<file path="src/rtl/evt_crossbar_pkg.sv">
// Shared types and helpers for the event crossbar.
// Both master- and slave-side devices import this package.
package evt_crossbar_pkg;

  typedef enum logic {
    EMPTY = 1'b0,
    BCAST = 1'b1
  } state_e;

  // Index width for a port count. It never returns less than 1, so a single-port build still gets a legal vector.
  function automatic int unsigned addr_width(input int unsigned n);
    return (n > 1) ? $clog2(n) : 1;
  endfunction

endpackage

</file>
<file path="src/rtl/evt_sat_counter.sv">
// Saturating event counter. It holds at all-ones instead of wrapping.
// A synchronous clear takes priority over an increment.
module evt_sat_counter
  import evt_crossbar_pkg::*;
#(
  parameter int unsigned CNT_W = 16
) (
  input  logic             clk_i,
  input  logic             rst_ni,
  input  logic             inc_i,
  input  logic             clr_i,
  output logic [CNT_W-1:0] cnt_o
);

  logic [CNT_W-1:0] cnt_q;

  always_ff @(posedge clk_i or negedge rst_ni) begin
    if (!rst_ni) begin
      cnt_q <= '0;
    end else if (clr_i) begin
      cnt_q <= '0;
    end else if (inc_i && (cnt_q != {CNT_W{1'b1}})) begin
      cnt_q <= cnt_q + 1'b1;
    end
  end

  assign cnt_o = cnt_q;

endmodule

</file>
<file path="src/rtl/evt_crossbar_mst_dev.sv">
// Master-side crossbar port. It holds one event and broadcasts it to every mapped slave.
// The event retires once every mapped slave has accepted it.
module evt_crossbar_mst_dev
  import evt_crossbar_pkg::*;
#(
  parameter type         T         = logic,
  parameter int unsigned SRC_PORTS = 4,
  parameter int unsigned CNT_W     = 16
) (
  input  logic                 clk_i,
  input  logic                 rst_ni,
  input  logic                 clear_i,
  input  T                     data_i,
  input  logic                 valid_i,
  output logic                 ready_o,
  output T                     data_o,
  output logic                 valid_o,
  input  logic [SRC_PORTS-1:0] ready_i,
  input  logic [SRC_PORTS-1:0] sel_i,
  output logic                 valid_mask_clean_o,
  output logic [CNT_W-1:0]     evt_cnt_o,
  output logic [CNT_W-1:0]     drop_cnt_o
);

  state_e               state_q;
  T                     data_q;
  logic [SRC_PORTS-1:0] sel_q;
  logic [SRC_PORTS-1:0] acc_q;

  logic [SRC_PORTS-1:0] hit;
  logic                 in_bcast;
  logic                 all_acc;
  logic                 retire;
  logic                 load;
  logic                 mapped;

  assign in_bcast = (state_q == BCAST);
  assign hit      = sel_q & ready_i;
  // Unmapped slaves count as accepted, so an empty mask retires on the first broadcast cycle.
  assign all_acc  = &(acc_q | hit | ~sel_q);
  assign retire   = in_bcast & all_acc & ~clear_i;
  assign ready_o  = ~clear_i & (~in_bcast | all_acc);
  assign load     = ready_o & valid_i;
  assign mapped   = |sel_q;

  always_ff @(posedge clk_i or negedge rst_ni) begin
    if (!rst_ni) begin
      state_q <= EMPTY;
      data_q  <= '0;
      sel_q   <= '0;
      acc_q   <= '0;
    end else if (clear_i) begin
      state_q <= EMPTY;
      acc_q   <= '0;
    end else if (load) begin
      state_q <= BCAST;
      data_q  <= data_i;
      sel_q   <= sel_i;
      acc_q   <= '0;
    end else if (retire) begin
      state_q <= EMPTY;
    end else if (in_bcast) begin
      acc_q <= acc_q | hit;
    end
  end

  assign valid_o = in_bcast;
  assign data_o  = data_q;
  // An abort also releases the slaves, so no slave stays masked on a discarded event.
  assign valid_mask_clean_o = in_bcast & (all_acc | clear_i);

  evt_sat_counter #(
    .CNT_W (CNT_W)
  ) u_evt_cnt (
    .clk_i  (clk_i),
    .rst_ni (rst_ni),
    .inc_i  (retire & mapped),
    .clr_i  (clear_i),
    .cnt_o  (evt_cnt_o)
  );

  evt_sat_counter #(
    .CNT_W (CNT_W)
  ) u_drop_cnt (
    .clk_i  (clk_i),
    .rst_ni (rst_ni),
    .inc_i  (retire & ~mapped),
    .clr_i  (clear_i),
    .cnt_o  (drop_cnt_o)
  );

endmodule

</file>
<file path="config.mk">
export PLATFORM = sky130hd
export DESIGN_NAME = evt_crossbar_mst_dev
export DESIGN_NICKNAME = d
export VERILOG_FILES = /design/src/rtl/evt_crossbar_pkg.sv /design/src/rtl/evt_sat_counter.sv /design/src/rtl/evt_crossbar_mst_dev.sv
export SDC_FILE = /design/constraint.sdc
export NUM_CORES = 1
export LEC_CHECK = 0
export ABC_AREA = 1
export CORE_UTILIZATION = 42
export CTS_CLUSTER_DIAMETER = 120
export CTS_CLUSTER_SIZE = 20
export DETAILED_ROUTE_END_ITERATION = 8
export PLACE_DENSITY = 0.76
export SYNTH_ARGS = -nofsm -noshare
export SYNTH_HDL_FRONTEND = slang
export SYNTH_SLANG_ARGS = --single-unit
</file>
<file path="constraint.sdc">
create_clock -name clk_i -period 2.05 [get_ports clk_i]
set_input_delay 0.41 -clock clk_i [delete_from_list [all_inputs] [get_ports clk_i]]
set_output_delay 0.41 -clock clk_i [all_outputs]
set_load 0.02 [all_outputs]
</file>
==> flow_summary_export.csv <==
group,metric,value,unit
status,run_status,"complete, no violations",
global_routing,grt_first_pass_wirelength,10160,um
synth,ys_warn_count,0,
place,portBuffers,48,
cts,insertion_delay,0.30,ns
worst_setup_path,cp.depth,1,
synth,synth_top_area_frac,0.4086,
final_layout,stdcell_area,3363,um2
sta,drv_slew,0,
hold_path,worstHoldPathType,"in2async",
pwr,powerDensity,526.7,nW/um2
floorplan,coreArea,5921,um2
synth,synth_area_leaders,"dfrtp_1 41%, nand2_1 16%, nand3_1 11%, xor2_1 5.4%, nor2_1 4.8%",
sta,fin_ws,0.2129,ns
pwr,combPwrFrac,0.204,
sta,worstMarginPinSlew,0.5141,ns
final_layout,n_antenna_cell,0,
sta,fin_worst_skew,0.01290,ns
cts,htree_num_levels,2,
sta,fin_tns_setup,0,ns
floorplan,fp.dieH,80.26,um
synth,synthMuxAreaShare,0,
route,firstDrtPassIters,4,
final_layout,drive_above_1_share,0.1103,
worst_setup_path,cp.required,1.64,ns
pwr,pwr-share-clk,0.299,
floorplan,start_util,0.4345,
pwr,switching_power,0.5136,mW
final_layout,areaGrowthSynthToFinish,30.74,%
synth,synth_top_area_cell,"dfrtp_1",
worst_setup_path,crit_path_top_delay_cell,"clkdlybuf4s50_1",
route,num_vias,2442,
pwr,peakVddDrop,0.3161,mV
synth,synth.top_cells.by_count,"109 x nand2_1, 55 x nand3_1, 42 x dfrtp_1",
worst_setup_path,crit_family,"buffers and inverters",
place,place_inst,484,
worst_setup_path,worstSetupEndpointType,"output pin",
sta,fin_crit_sh,0.8962,
sta,max_freq,544.3,MHz
synth,synth_edf_count,0,
cts,cts-root-buf,"clkbuf_8",
floorplan,num_io_pins,49,
floorplan,dieArea,6442,um2
synth,syn_inst,350,
place,pre_cts_slack,-0.4690,ns
global_routing,antenna_found_initial,0,
route,viasPerCell,4.963,
pwr,internal_power,1.258,mW
worst_setup_path,crit_fanout,6,
synth,synth_adder_area_share,0.009728,
global_routing,gr-total-overflow,0,
place,globalplace.congestion,0.8770,
worst_setup_path,slowest_delay,0.65,ns
final_layout,fill_cells,584,
cts,cts_tree,"done",
synth,synth_cell_types,26,
synth,synth_top_family_by_area,"simple AND/OR/NAND/NOR gates",
pwr,leakage,1.676,nW
synth,synthSimpleGateAreaFrac,0.4032,
floorplan,die_width,80.26,um
cts,cts_buffer_depth,2,
synth,synth_nets,365,
cts,ctsHoldBuffers,0,
final_layout,multiInputGateArea,1351,um2
job,cap_violations,0,
route,drc,0,
final_layout,layoutNonFillerInstCount,492,
sta,hold_viol,0,
synth,synth.avg_cell_area,7.350,um2
global_routing,grt_usage,0.2008,
worst_setup_path,crit_arrival,1.43,ns
sta,setup_violations,0,
pwr,p_sw_frac,0.2899,
worst_setup_path,path_cells,"clkdlybuf4s50_1",
pwr,p_seq_frac,0.497,
cts,cts_buffers,5,
place,postPlaceCellArea,3256,um2
route,dr.first_iter.drc_count,183,
route,ant_nets,0,
synth,synth.most_common_cell,"nand2_1",
final_layout,register_area,1051,um2
synth,synth_area,2572,um2
route,wire_per_inst,11.85,um
synth,synth_compound_area_frac,0.03502,
cts,cts_setup_buffers,0,
synth,ys_seq_elements,42,
route,routed_wl,5830,um
sta,slew_headroom,0.6572,
floorplan,num_rows,28,
worst_setup_path,r2r_cells,9,
synth,synth_xor_area_frac,0.07150,
final_layout,fin_util,0.5680,
final_layout,fin_nets,431,
synth,ys.flop_type,"dfrtp_1",
worst_setup_path,critPathKind,"reg2out",
cts,clock-sinks,42,
global_routing,grt_max_degree,50,
sta,rsz0062_at_grt,"false",
synth,seq_area_frac_synth,0.4086,
worst_setup_path,start_kind,"flop",
worst_setup_path,path_buf_inv,1,
global_routing,grt_pass1_vias,2244,
sta,post-route-min-period,1.837,ns
place,dp_hpwl,4307,um
cts,path_clk_slew,0.09,ns
synth,async_flop_share,1.000,
==> power groups by stage <==
| stage | sequential (mW) | combinational [mW] | clock (mW) |
|---|---|---|---|
| finish | 0.881 | 0.361 | 0.530 |
| global route | 0.885 | 0.398 | 0.590 |
| CTS | 0.881 | 0.352 | 0.553 |
| detailed placement | 0.898 | 0.355 | 0 |
| global placement | 0.897 | 0.352 | 0 |
| floorplan | 0.911 | 0.161 | 0 |
==> cells by family (layout without fill, tap and decap cells) <==
group,Yosys count,count (layout)
AO/OA/AOI/OAI,17,17
flip-flops,42,42
buffers and inverters,42,109
XOR/XNOR,21,21
AND/OR/NAND/NOR,226,226
adder cells (fa/ha/maj),2,2
==> sequential cells by signal, summed over array words and instances (netlist names) <==
register / flops
valid_o: 1
sel_q: 4
data_o: 1
u_evt_cnt.cnt_o: 16
acc_q: 4
u_drop_cnt.cnt_o: 16
==> metal layers <==
metal / vias up / wire length, um / track usage
met1: 1137 / 2696 / 0.2685
li1: 1250 / - / -
met2: 50 / 2856 / 0.3359
met4: 0 / 72 / 0.06429
met3: 5 / 206 / 0.02500
met5: - / 0 / 0
==> cells in the final DEF (no fill, tap or decap), types with 2 or more instances in the layout <==
master and n:
a21oi_1 11, buf_12 2, buf_2 2, buf_4 18, clkbuf_8 5, clkdlybuf4s50_1 41
dfrtp_1 42, dlymetal6s2s_1 4, ha_1 2, inv_1 32, nand2_1 107, nand2_2 5
nand3_1 55, nand3b_1 9, nand4_1 5, nor2_1 31, nor2_2 4, nor2_4 2
nor2_8 2, nor3_1 3, o21ai_0 3, o21bai_1 2, xnor2_1 5, xor2_1 16
==> area by class of cell <==
type                    count  area share
clock buffers               6     0.02158
clock inverters             2    0.004092
inverters                  33     0.03683
multi-input cells         266      0.4018
flip-flops and latches     42      0.3125
well taps                  75     0.02790
repair buffers             68      0.1953
==> final timing paths <==
check,end,slack (ns),from
setup / recovery,drop_cnt_o[10],0.21,u_drop_cnt.cnt_o[10]$_DFFE_PN0P_
hold / removal,u_evt_cnt.cnt_o[1]$_DFFE_PN0P_,0.07,rst_ni
setup reg to reg,u_evt_cnt.cnt_o[6]$_DFFE_PN0P_,0.37,u_evt_cnt.cnt_o[0]$_DFFE_PN0P_
hold reg to reg,data_o$_DFFE_PN0P_,0.49,data_o$_DFFE_PN0P_
max in group asynchronous,u_drop_cnt.cnt_o[11]$_DFFE_PN0P_,1.41,rst_ni
min in group clk_i,acc_q[2]$_DFFE_PN0P_,0.44,ready_i[2]
==> timing repair <==
action	CTS	global route
pin swaps	0	3
setup endpoints to repair	2	2
gates resized for setup	10	11
==> stage by stage <==
| step | hold WS, ns | power, mW |
|---|---|---|
| 3_3_place_gp | 0.4200 | 1.249 |
| 6_report | 0.07212 | 1.772 |
| 5_1_grt | 0.1123 | 1.873 |
| 3_5_place_dp | 0.4171 | 1.252 |
| 4_1_cts | 0.08856 | 1.786 |
| 2_1_floorplan | 0.1144 | 1.071 |
Power figures use the tool's default switching activity.
